<file path="src/rtl/aes_v2_mix_sequencer_pkg.sv">
// Shared definitions for the AES MixColumns sequencer: FSM encoding, widths,
// and a column slice helper.
package aes_v2_mix_sequencer_pkg;

    localparam int AES_COL_W   = 32;
    localparam int AES_STATE_W = 128;

    typedef enum logic [1:0] {
        IDLE  = 2'd0,
        FLUSH = 2'd1,
        ISSUE = 2'd2,
        DONE  = 2'd3
    } seq_state_e;

    function automatic logic [AES_COL_W-1:0] col_slice(input logic [AES_STATE_W-1:0] s,
                                                       input logic [1:0] c);
        return s[AES_COL_W*c +: AES_COL_W];
    endfunction

endpackage

</file>
<file path="src/rtl/aes_v2_mix_sequencer_if.sv">
// MixColumns instruction bus between the sequencer (master) and a responder (slave).
interface aes_v2_mix_sequencer_if;
    import aes_v2_mix_sequencer_pkg::*;

    logic                 flush;
    logic [AES_COL_W-1:0] flush_data;
    logic                 valid;
    logic [AES_COL_W-1:0] rs1;
    logic [AES_COL_W-1:0] rs2;
    logic                 enc;
    logic                 ready;
    logic [AES_COL_W-1:0] result;

    modport master (output flush, flush_data, valid, rs1, rs2, enc,
                    input  ready, result);
    modport slave  (input  flush, flush_data, valid, rs1, rs2, enc,
                    output ready, result);
endinterface

</file>
<file path="src/rtl/aes_v2_mix_sequencer.sv">
// Issues one MixColumns instruction per column of a 128-bit AES state (after a
// single flush cycle) and returns the reassembled mixed state.
module aes_v2_mix_sequencer
    import aes_v2_mix_sequencer_pkg::*;
#(
    parameter bit                   CLEAR_ON_DONE = 1'b1,
    parameter logic [AES_COL_W-1:0] FLUSH_VALUE   = 32'h0
) (
    input  logic                   clock,
    input  logic                   reset,
    input  logic                   req_valid,
    output logic                   req_ready,
    input  logic                   req_enc,
    input  logic [AES_STATE_W-1:0] req_state,
    output logic                   rsp_valid,
    input  logic                   rsp_ready,
    output logic [AES_STATE_W-1:0] rsp_state,
    aes_v2_mix_sequencer_if.master mix
);

    seq_state_e                  state;
    logic [1:0]                  col;
    logic [AES_STATE_W-1:0]      state_q;
    logic                        enc_q;
    logic [3:0][AES_COL_W-1:0]   result;

    // Result registers are only exposed while the response is being offered.
    assign rsp_state = rsp_valid ? result : '0;

    always_ff @(posedge clock or negedge reset) begin
        if (!reset) begin
            state          <= IDLE;
            col            <= 2'd0;
            state_q        <= '0;
            enc_q          <= 1'b0;
            result         <= '0;
            req_ready      <= 1'b1;
            rsp_valid      <= 1'b0;
            mix.flush      <= 1'b0;
            mix.flush_data <= '0;
            mix.valid      <= 1'b0;
            mix.rs1        <= '0;
            mix.rs2        <= '0;
            mix.enc        <= 1'b0;
        end else begin
            case (state)
                IDLE: begin
                    if (req_valid) begin
                        state_q        <= req_state;
                        enc_q          <= req_enc;
                        req_ready      <= 1'b0;
                        mix.flush      <= 1'b1;
                        mix.flush_data <= FLUSH_VALUE;
                        state          <= FLUSH;
                    end
                end
                FLUSH: begin
                    mix.flush      <= 1'b0;
                    mix.flush_data <= '0;
                    mix.valid      <= 1'b1;
                    mix.rs1        <= col_slice(state_q, 2'd0);
                    mix.rs2        <= col_slice(state_q, 2'd0);
                    mix.enc        <= enc_q;
                    col            <= 2'd0;
                    state          <= ISSUE;
                end
                ISSUE: begin
                    if (mix.ready) begin
                        result[col] <= mix.result;
                        col         <= col + 2'd1;
                        if (col == 2'd3) begin
                            // Drop operands together with valid so nothing leaks past the last column.
                            mix.valid <= 1'b0;
                            mix.rs1   <= '0;
                            mix.rs2   <= '0;
                            mix.enc   <= 1'b0;
                            rsp_valid <= 1'b1;
                            state     <= DONE;
                        end else begin
                            mix.rs1 <= col_slice(state_q, col + 2'd1);
                            mix.rs2 <= col_slice(state_q, col + 2'd1);
                        end
                    end
                end
                DONE: begin
                    if (rsp_ready) begin
                        rsp_valid <= 1'b0;
                        req_ready <= 1'b1;
                        if (CLEAR_ON_DONE) begin
                            state_q <= '0;
                            enc_q   <= 1'b0;
                            result  <= '0;
                        end
                        state <= IDLE;
                    end
                end
                default: state <= IDLE;
            endcase
        end
    end

endmodule
</file>
<file path="src/flat_wrapper.sv">
// flat-port wrapper written by rule: the top's interface ports become plain ports
module aes_v2_mix_sequencer_flat import aes_v2_mix_sequencer_pkg::*;
#(
    parameter bit                   CLEAR_ON_DONE = 1'b1,
    parameter logic [AES_COL_W-1:0] FLUSH_VALUE   = 32'h0
)
  (clock, reset, req_valid, req_ready, req_enc, req_state, rsp_valid, rsp_ready, rsp_state, mix_flush, mix_flush_data, mix_valid, mix_rs1, mix_rs2, mix_enc, mix_ready, mix_result);
  aes_v2_mix_sequencer_if mix_i ();
  input  logic clock;
  input  logic reset;
  input  logic req_valid;
  output logic req_ready;
  input  logic req_enc;
  input  logic [AES_STATE_W-1:0] req_state;
  output logic rsp_valid;
  input  logic rsp_ready;
  output logic [AES_STATE_W-1:0] rsp_state;
  output wire logic [$bits(mix_i.flush)-1:0] mix_flush;
  output wire logic [$bits(mix_i.flush_data)-1:0] mix_flush_data;
  output wire logic [$bits(mix_i.valid)-1:0] mix_valid;
  output wire logic [$bits(mix_i.rs1)-1:0] mix_rs1;
  output wire logic [$bits(mix_i.rs2)-1:0] mix_rs2;
  output wire logic [$bits(mix_i.enc)-1:0] mix_enc;
  input wire logic [$bits(mix_i.ready)-1:0] mix_ready;
  input wire logic [$bits(mix_i.result)-1:0] mix_result;
  assign mix_flush = mix_i.flush;
  assign mix_flush_data = mix_i.flush_data;
  assign mix_valid = mix_i.valid;
  assign mix_rs1 = mix_i.rs1;
  assign mix_rs2 = mix_i.rs2;
  assign mix_enc = mix_i.enc;
  assign mix_i.ready = mix_ready;
  assign mix_i.result = mix_result;
  aes_v2_mix_sequencer #(.CLEAR_ON_DONE(CLEAR_ON_DONE), .FLUSH_VALUE(FLUSH_VALUE)) u_core (.clock(clock), .reset(reset), .req_valid(req_valid), .req_ready(req_ready), .req_enc(req_enc), .req_state(req_state), .rsp_valid(rsp_valid), .rsp_ready(rsp_ready), .rsp_state(rsp_state), .mix(mix_i));
endmodule
</file>
<file path="config.mk">
export PLATFORM = sky130hd
export DESIGN_NAME = aes_v2_mix_sequencer_flat
export DESIGN_NICKNAME = d
export VERILOG_FILES = /design/src/rtl/aes_v2_mix_sequencer_pkg.sv /design/src/rtl/aes_v2_mix_sequencer_if.sv /design/src/rtl/aes_v2_mix_sequencer.sv /design/src/flat_wrapper.sv
export SDC_FILE = /design/constraint.sdc
export NUM_CORES = 1
export LEC_CHECK = 0
export CAP_MARGIN = 20
export CORE_UTILIZATION = 40
export DETAILED_ROUTE_END_ITERATION = 7
export DONT_BUFFER_PORTS = 1
export HOLD_SLACK_MARGIN = 0.02
export PLACE_DENSITY = 0.68
export SLEW_MARGIN = 20
export SYNTH_ARGS = -nofsm -noshare
export SYNTH_HDL_FRONTEND = slang
export SYNTH_SLANG_ARGS = --single-unit
</file>
<file path="constraint.sdc">
create_clock -name clock -period 2.8 [get_ports clock]
set_clock_uncertainty 0.15 [all_clocks]
set_input_delay 0.56 -clock clock [delete_from_list [all_inputs] [get_ports clock]]
set_output_delay 0.56 -clock clock [all_outputs]
set_load 0.005 [all_outputs]
</file>
Word level (Yosys, flattened, before mapping)
Cells that the tools add are included.
{ "word_totals": {"regBits": 330, "out_inout_bits": 229, "wordCells": 76} }
{ "classes": {"add_sub_neg": 1, "magnitude_cmp": 2, "n_eq_ne": 8, "n_shift": 1, "n_mux": 36, "n_reduce_logical": 13} }
{ "op_table": {"columns": ["operator", "n"], "rows": [
  ["$mux W128", 4],
  ["$pmux W128 S2", 2],
  ["$bwmux W128", 1],
  ["$mux W32", 4],
  ["$pmux W32 S2", 2],
  ["$shiftx A128 B8 Y32", 1],
  ["$demux W32 S2", 1],
  ["$pmux W1 S2", 6],
  ["$mux W2", 5],
  ["$mux W1", 9],
  ["$reduce_and A3 Y1", 3],
  ["$pmux W2 S4", 1],
  ["$reduce_and A4 Y1", 2],
  ["$reduce_bool A2 Y1", 4],
  ["$eq A2 B2 Y1 const B", 3],
  ["$ne A2 B2 Y1 const B", 3],
  ["$pmux W2 S2", 1],
  ["$reduce_and A2 Y1", 2],
  ["$lt A2 B3 Y1 const B", 1],
  ["$add A2 B1 Y2 const B", 1],
  ["$eq A2 B1 Y1 const B", 1],
  ["$ge A2 B1 Y1 const B", 1],
  ["$logic_not A2 Y1", 1],
  ["$ne A2 B1 Y1 const B", 1],
  ["$logic_and A1 B1 Y1", 1]
]} }

Longest topological paths before layout
Gate-level depths: netlist of the first run.
{ "logic_depth": {"depth_word": 7, "depth_mapped": 9} }

Least setup slack after synthesis of the first run
OpenSTA, ideal clock, no wires.
{ "synth_path": {"path_kind": "flip-flop to flip-flop", "from": "register u_core.col[0]", "to": "register u_core.mix.rs1[10]", "setup_ns": 0.137, "arrival_time_ns": 2.350, "required_time_ns": 2.513, "path_slack_ns": 0.163, "path_stages_with_launch": 10, "path_cell_list": "dfrtp_1 > buf_2 > buf_2 > inv_1 > ha_1 > clkbuf_1 > clkbuf_1 > mux4_2 > a21oi_1 > a21oi_1"} }
{ "synth_via": {"elab_chain_len": 5} }
{ "synth_rtl": {"columns": ["element", "line", "text"], "rows": [
  ["start, declared", "aes_v2_mix_sequencer.sv:22", "logic [1:0] col;"],
  ["start signal, assigned", "aes_v2_mix_sequencer.sv:70", "col <= col + 2'd1;"],
  ["$add A2 B1 Y2", "aes_v2_mix_sequencer.sv:80", "mix.rs1 <= col_slice(state_q, col + 2'd1);"],
  ["$shiftx A128 B8 Y32", "aes_v2_mix_sequencer_pkg.sv:17", "return s[AES_COL_W*c +: AES_COL_W];"],
  ["$mux W32 *", "aes_v2_mix_sequencer.sv:71", "if (col == 2'd3) begin"],
  ["$mux W32 *", "aes_v2_mix_sequencer.sv:68", "if (mix.ready) begin"],
  ["$pmux W32 S2 *", "aes_v2_mix_sequencer.sv:46", "case (state)"],
  ["end signal, assigned", "aes_v2_mix_sequencer.sv:61", "mix.rs1 <= col_slice(state_q, 2'd0);"],
  ["end signal, assigned", "aes_v2_mix_sequencer.sv:80", null],
  ["end, declared", "aes_v2_mix_sequencer_if.sv:14", "modport master (output flush, flush_data, valid, rs1, rs2, enc,"]
]} }
Every way passes the cells marked *; elsewhere a longest branch is shown, timed or not. The select of a mux whose other input is x is not followed.
A chain may end at the register's enable or synchronous reset.

Worst setup path in the final report of the first run
{ "layout_path": {"from": "register u_core.state[0]", "to": "register u_core.result[78] in the netlist's numbering"} }
{ "layout_via": {"elab_chain_len": 3} }
{ "layout_rtl": {"columns": ["element", "line", "text"], "rows": [
  ["start, declared", "aes_v2_mix_sequencer.sv:21", "seq_state_e state;"],
  ["start signal, assigned", "aes_v2_mix_sequencer.sv:32", "state <= IDLE;"],
  ["start signal, assigned", "aes_v2_mix_sequencer.sv:54", "state <= FLUSH;"],
  ["start signal, assigned", "aes_v2_mix_sequencer.sv:65", "state <= ISSUE;"],
  ["$eq A2 B2 Y1", "aes_v2_mix_sequencer.sv:46", null],
  ["$ne A2 B2 Y1 (no source line) or $reduce_bool A2 Y1 (tied branches)", null, null],
  ["$reduce_and A3 Y1 (no source line)", null, null],
  ["end signal, assigned by index", "aes_v2_mix_sequencer.sv:69", "result[col] <= mix.result;"],
  ["end, declared", "aes_v2_mix_sequencer.sv:25", "logic [3:0][AES_COL_W-1:0] result;"]
]} }
Several ways; a longest one is shown, not always the timed one.

==> results of run 1 <==
how the worst min path moves through the flow:
stage	slack [ns]	from	end	cells past startpoint
global route	-0.45	reset	u_core.result[102]$_DFFE_PN0P_	0
detailed placement	0.12	reset	u_core.result[102]$_DFFE_PN0P_	0
global placement	0.12	reset	u_core.result[102]$_DFFE_PN0P_	0
floorplan	0.11	reset	u_core.col[0]$_DFFE_PN0P_	0
finish	-0.42	reset	u_core.result[102]$_DFFE_PN0P_	0
CTS	-0.46	reset	u_core.result[77]$_DFFE_PN0P_	0
area by class of cell:
type	count	share of cell area, %
clock buffers	50	5.61
clock inverters	11	0.628
inverters	135	2.93
multi-input cells	760	33.2
flip-flops and latches	298	43.1
well taps	461	3.33
repair buffers	186	11.3
worst register-to-register path, stage by stage (launching register included):
cell	delay [ns]
dfrtp_1	0.41
inv_1	0.17
ha_1	0.44
and3b_1	0.40
o2bb2ai_4	0.16
buf_12	0.27
mux2i_1	0.37
placed cells by master, fill, tap and decap left out, types with 2 or more instances in the layout:
master         synthesis  final
clkbuf_16              0     35
nor2_1                34     34
clkinv_8               0      2
o21ai_0                2      2
clkbuf_8               0      4
nor2b_4                0      5
mux2i_1              132    132
clkinv_2               0      6
dfrtp_1              297    295
a22o_1               129    129
inv_1                135    135
o31ai_1                2      2
buf_4                 76     12
dfrtp_2                0      2
mux2_2                 2      2
nand2_1              131    131
clkbuf_1              61     11
a21oi_1               66     66
conb_1                 1     32
o2bb2ai_4              0      3
ha_1                  12     12
mux4_2                32     32
nand3_1                3      3
dlygate4sd3_1          0    162
and2_1               128    128
buf_12                 0     12
nor2b_1               41     36
what timing repair did:
action                                 CTS  global route
setup buffers                            0             0
endpoints found under the hold margin  553           298
setup endpoints to repair                0             0
per-layer routing:
metal	vias up	GRT usage, %	share of wire, %
met5	-	0	0
met4	0	7.72	2.2
met3	62	5.09	7.6
met2	432	35.6	49
met1	5012	25.9	41
li1	4497	-	-
flip-flops by register name, summed over array words and instances (netlist names):
signal,count
u_core.enc_q,1
u_core.state,2
u_core.mix.rs1,32
u_core.mix.valid,1
u_core.mix.enc,1
u_core.req_ready,1
u_core.mix.flush,1
u_core.col,2
u_core.state_q,128
u_core.result,128
u_core.rsp_valid,1
power groups by stage:
stage / Combinational (mW) / Sequential [mW] / Clock (mW)
2_1_floorplan: 5.47 / 6.33 / 0
3_3_place_gp: 6.24 / 6.75 / 0
3_5_place_dp: 6.39 / 6.80 / 0
4_1_cts: 6.64 / 6.74 / 4.45
5_1_grt: 7.29 / 6.94 / 4.60
6_report: 6.65 / 6.77 / 4.34
kinds of logic after synthesis:
kind of cell / synth area share (%)
buffers and inverters: 10.3
adder cells (fa/ha/maj): 1.04
multiplexers: 14.3
AND/OR/NAND/NOR: 12.0
flip-flops: 51.5
other: 0.0259
XOR/XNOR: 0.0605
AO/OA/AOI/OAI: 10.9
metrics by stage:
step / utilization [%] / instance area, um2
final: 48.7 / 17300
after floorplan: - / 14600
after detailed placement: 41.1 / 14600
after CTS: 48.7 / 17300
after global placement: 41.1 / 14600
after global routing: 48.7 / 17300
==> out/metrics.cfg, run 1 <==
[outcome]
outcome = finished with violations
violations = negative hold slack

[worst_setup_path]
critPathCaptureType = flop
critical_path.startpoint = u_core.state[0]$_DFFE_PN0P_
cp_data_required_time_ns = 3.07
path_buf_inv = 2
max_stage_delay_ns = 0.44
arrival_ns = 2.76
ff2ff_path_depth = 6
slowest_stage = ha_1
worstPathMaxFanout = 32
reg2reg_to = u_core.result[78]$_DFFE_PN0P_
cp-endpoint = u_core.result[78]$_DFFE_PN0P_
crit_cells = 6
startpoint_type = flop
r2r_start = u_core.state[0]$_DFFE_PN0P_
crit_family = buffers and inverters
r2r_slack_ns = 0.31
path_cells = inv_1 -> ha_1 -> and3b_1 -> o2bb2ai_4 -> buf_12 -> mux2i_1
worstSetupPathType = flop to flop

[timing]
hold_violations = 297
tightest_slew_ns = 1.24
holdWs_ns = -0.418
tns_ns = 0
finalMaxSlewViolations = 0
fin_crit_sh_pct = 88.9
post-route-min-period_ns = 2.49
setup_slack_ns = 0.310
setup_viol = 0
rsz0062_at_grt = no
fmax_mhz = 402
maxSlewHeadroom_pct = 17.3

[global_route]
track_usage_pct = 21.0
antenna_found_initial = 0
grt_overflow_total = 0
grt_pass1_wl_um = 59900
grt_pass1_vias = 10400
grt_max_degree = 299

[clock_network]
root_buffer = clkbuf_16
clkSinkCount = 298
clk_latency_ns = 0.54
cts_resized = 0
htreeDepth = 2
cts_made_buffers = 34
ctsHoldBuffers = 162
clk_pin_slew_ns = 0.06
cts_buffer_depth = 3
cts_tree = done

[synth]
syn_inst = 1323
netlist_area_um2 = 14500
synth_top_cell_by_area = dfrtp_1
syn_area_per_cell_um2 = 10.9
ys_warn_count = 0
yosysSeqAreaShare_pct = 51.5
netlist.area_leader.share_pct = 51.3
synth_edf_count = 0
ys_async_sr_fraction_pct = 100
synth.area.top_cells = dfrtp_1, mux2i_1, a22o_1
synth_common_cells = dfrtp_1, inv_1, mux2i_1
synthFlopType = dfrtp_1
ys_ff_latch = 298
yosysMostFrequentCell = dfrtp_1
synth_cell_types = 33

[route]
routedWlPerCell_um = 20.6
viasPerCell = 5.26
ant_nets = 0
routed_wirelength_um = 39200
vias = 10000
drc = 0
firstDrtPassIters = 5
first_iter_violations = 467

[pwr]
fin_total_pwr_mw = 17.8
power_density_nw_per_um2 = 1020
p_leak_nw = 7.62
peakVddDrop_mv = 0.593
p_int_mw = 11.1
power_frac_comb_pct = 37.5
swShare_pct = 37.6
seq_power_share_pct = 38.1
netSwitchingPower_mw = 6.68
pwr-share-clk_pct = 24.4

[finish]
diodes = 0
layout.nets = 1593
seq_area_um2 = 7460
fillCellCount = 3107
syn2layout_area_growth_pct = 19.6
multiInputGateArea_um2 = 5740
final_cells = 1901
drive_above_1_share_pct = 8.61

[flow_run]
maxCapViolCount = 0

[placement]
hpwl_um = 23300
dp.cells = 1678
gp_congestion = 0.795
io_buffers = 0
pre_cts_ws_ns = 0.450

[floorplan]
die-height_um = 192
num_rows = 69
ioPinCount = 395
die_area_um2 = 37000
die_x_um = 192
start_util_pct = 40.7
core_area_um2 = 35600

[min_path]
hp-class = input port to asynchronous set/reset pin

No activity file was read; power rests on OpenSTA's default activity.
==> inputs of run 2 (changes only) <==
--- a/config.mk
+++ b/config.mk
@@ -5,12 +5,13 @@
 export SDC_FILE = /design/constraint.sdc
 export NUM_CORES = 1
 export LEC_CHECK = 0
+export ABC_AREA = 1
 export CAP_MARGIN = 20
-export CORE_UTILIZATION = 40
+export CORE_UTILIZATION = 50
 export DETAILED_ROUTE_END_ITERATION = 7
 export DONT_BUFFER_PORTS = 1
 export HOLD_SLACK_MARGIN = 0.02
-export PLACE_DENSITY = 0.68
+export PLACE_DENSITY = 0.8
 export SLEW_MARGIN = 20
 export SYNTH_ARGS = -nofsm -noshare
 export SYNTH_HDL_FRONTEND = slang
==> out/metrics.cfg, run 2 <==
[synth]
synth_common_cells = nand2_1, inv_1, dfrtp_1
syn_area_per_cell_um2 = 7.25
netlist_area_um2 = 15400
yosysSeqAreaShare_pct = 48.5
synthFlopType = dfrtp_1
synth.area.top_cells = dfrtp_1, nand2_1, inv_1
synth_cell_types = 20
netlist.area_leader.share_pct = 48.3
ys_ff_latch = 298
synth_top_cell_by_area = dfrtp_1
ys_warn_count = 0
syn_inst = 2122
yosysMostFrequentCell = nand2_1
ys_async_sr_fraction_pct = 100
synth_edf_count = 0

[placement]
gp_congestion = 0.865
dp.cells = 2374
pre_cts_ws_ns = 0.528
io_buffers = 0
place_area_um2 = 15300
hpwl_um = 27400

[global_route]
antenna_found_initial = 1
grt_overflow_total = 0
grt_max_degree = 299
grt_pass1_wl_um = 68200
track_usage_pct = 27.3
grt_pass1_vias = 13100

[timing]
setup_slack_ns = 0.338
holdWs_ns = -0.386
rsz0062_at_grt = no
maxSlewHeadroom_pct = 47.4
post-route-min-period_ns = 2.46
tns_ns = 0
tightest_slew_ns = 0.789
fin_crit_sh_pct = 87.9
setup_viol = 0
fmax_mhz = 406
hold_violations = 297
finalMaxSlewViolations = 0

[finish]
seq_area_um2 = 7460
final_cells = 2489
largestRegisters = u_core.result x128, u_core.state_q x128, u_core.mix.rs1 x32
final_util_pct = 56.7
finalInstanceArea_um2 = 17000
layout_common_cells = nand2_1, inv_1, dfrtp_1, nor2_1, o21ai_0
layout.nets = 2251
syn2layout_area_growth_pct = 10.4
final_common_cell = nand2_1
fillCellCount = 2712
multiInputGateArea_um2 = 5860
drive_above_1_share_pct = 5.05

[route]
viasPerCell = 5.47
routed_wirelength_um = 43600
vias = 13600
ant_nets = 0
drc = 0
firstDrtPassIters = 6
routedWlPerCell_um = 17.5
first_iter_violations = 1381

[floorplan]
ioPinCount = 395
die_area_um2 = 31500
core_area_um2 = 30000
die_x_um = 177
start_util_pct = 51.3
num_rows = 63
die-height_um = 177

[min_path]
hp-class = input port to asynchronous set/reset pin

[flow_run]
maxCapViolCount = 0

[clock_network]
clk_pin_slew_ns = 0.06
cts_resized = 0
clk_latency_ns = 0.51
ctsHoldBuffers = 53
post_cts_buffers = 0
cts_tree = done
root_buffer = clkbuf_16
htreeDepth = 2
cts_buffer_depth = 3
clkSinkCount = 298
cts_made_buffers = 34

[worst_setup_path]
r2r_start = u_core.state[0]$_DFFE_PN0P_
cp_data_required_time_ns = 2.09
ff2ff_path_depth = 8
startpoint_type = flop
critPathCaptureType = output pin
worstSetupPathType = flop to output pin
worstPathMaxFanout = 49
arrival_ns = 1.75
critical_path.startpoint = u_core.rsp_valid$_DFFE_PN0P_

[pwr]
peakVddDrop_mv = 0.895
fin_total_pwr_mw = 20.5
p_leak_nw = 9.63
power_density_nw_per_um2 = 1210

[outcome]
violations = negative hold slack
outcome = finished with violations

-- run 2: cell type report --
| type | instances | area share (%) |
|---|---|---|
| inverters | 308 | 6.81 |
| multi-input cells | 1340 | 34.5 |
| flip-flops and latches | 298 | 44.0 |
| repair buffers | 91 | 5.32 |
| diodes | 1 | 0.0147 |
| clock buffers | 48 | 5.80 |
| clock inverters | 13 | 0.671 |
| well taps | 390 | 2.87 |
-- run 2: logic make-up after synthesis --
logic type	count (synthesis)	synth area share, %
fa+ha+maj	12	0.976
flops	298	48.5
other cells	1	0.0244
buf+inv	515	14.4
compound gates	206	6.74
simple gates	1090	29.3
-- run 2: metal layers --
layer,global-route usage [%],up-vias,wire length (um)
li1,-,6325,-
met1,35.2,6446,17600
met2,46.2,762,21300
met3,5.06,87,3830
met4,8.90,0,996
met5,0,-,0
-- run 2: final timing paths --
path	endpoint	slack [ns]
max	rsp_state[37]	0.34
min reg2reg	u_core.result[110]$_DFFE_PN0P_	0.32
max reg2reg	u_core.result[9]$_DFFE_PN0P_	0.47
min	u_core.result[26]$_DFFE_PN0P_	-0.39
max in group asynchronous	u_core.state_q[14]$_DFFE_PN0P_	2.33
min in group clock	u_core.state_q[2]$_DFFE_PN0P_	0.04
-- run 2: worst max-delay path, cell delays in order, from the launching register on --
cell	delay, ns
dfrtp_4	0.75
buf_4	0.30
nand2_1	0.10
inv_1	0.08
-- run 2: where the power goes --
part | internal (mW) | total, mW | switching (mW)
combinational | 2.57 | 8.70 | 6.13
clock | 2.57 | 4.36 | 1.79
sequential | 6.22 | 7.49 | 1.27
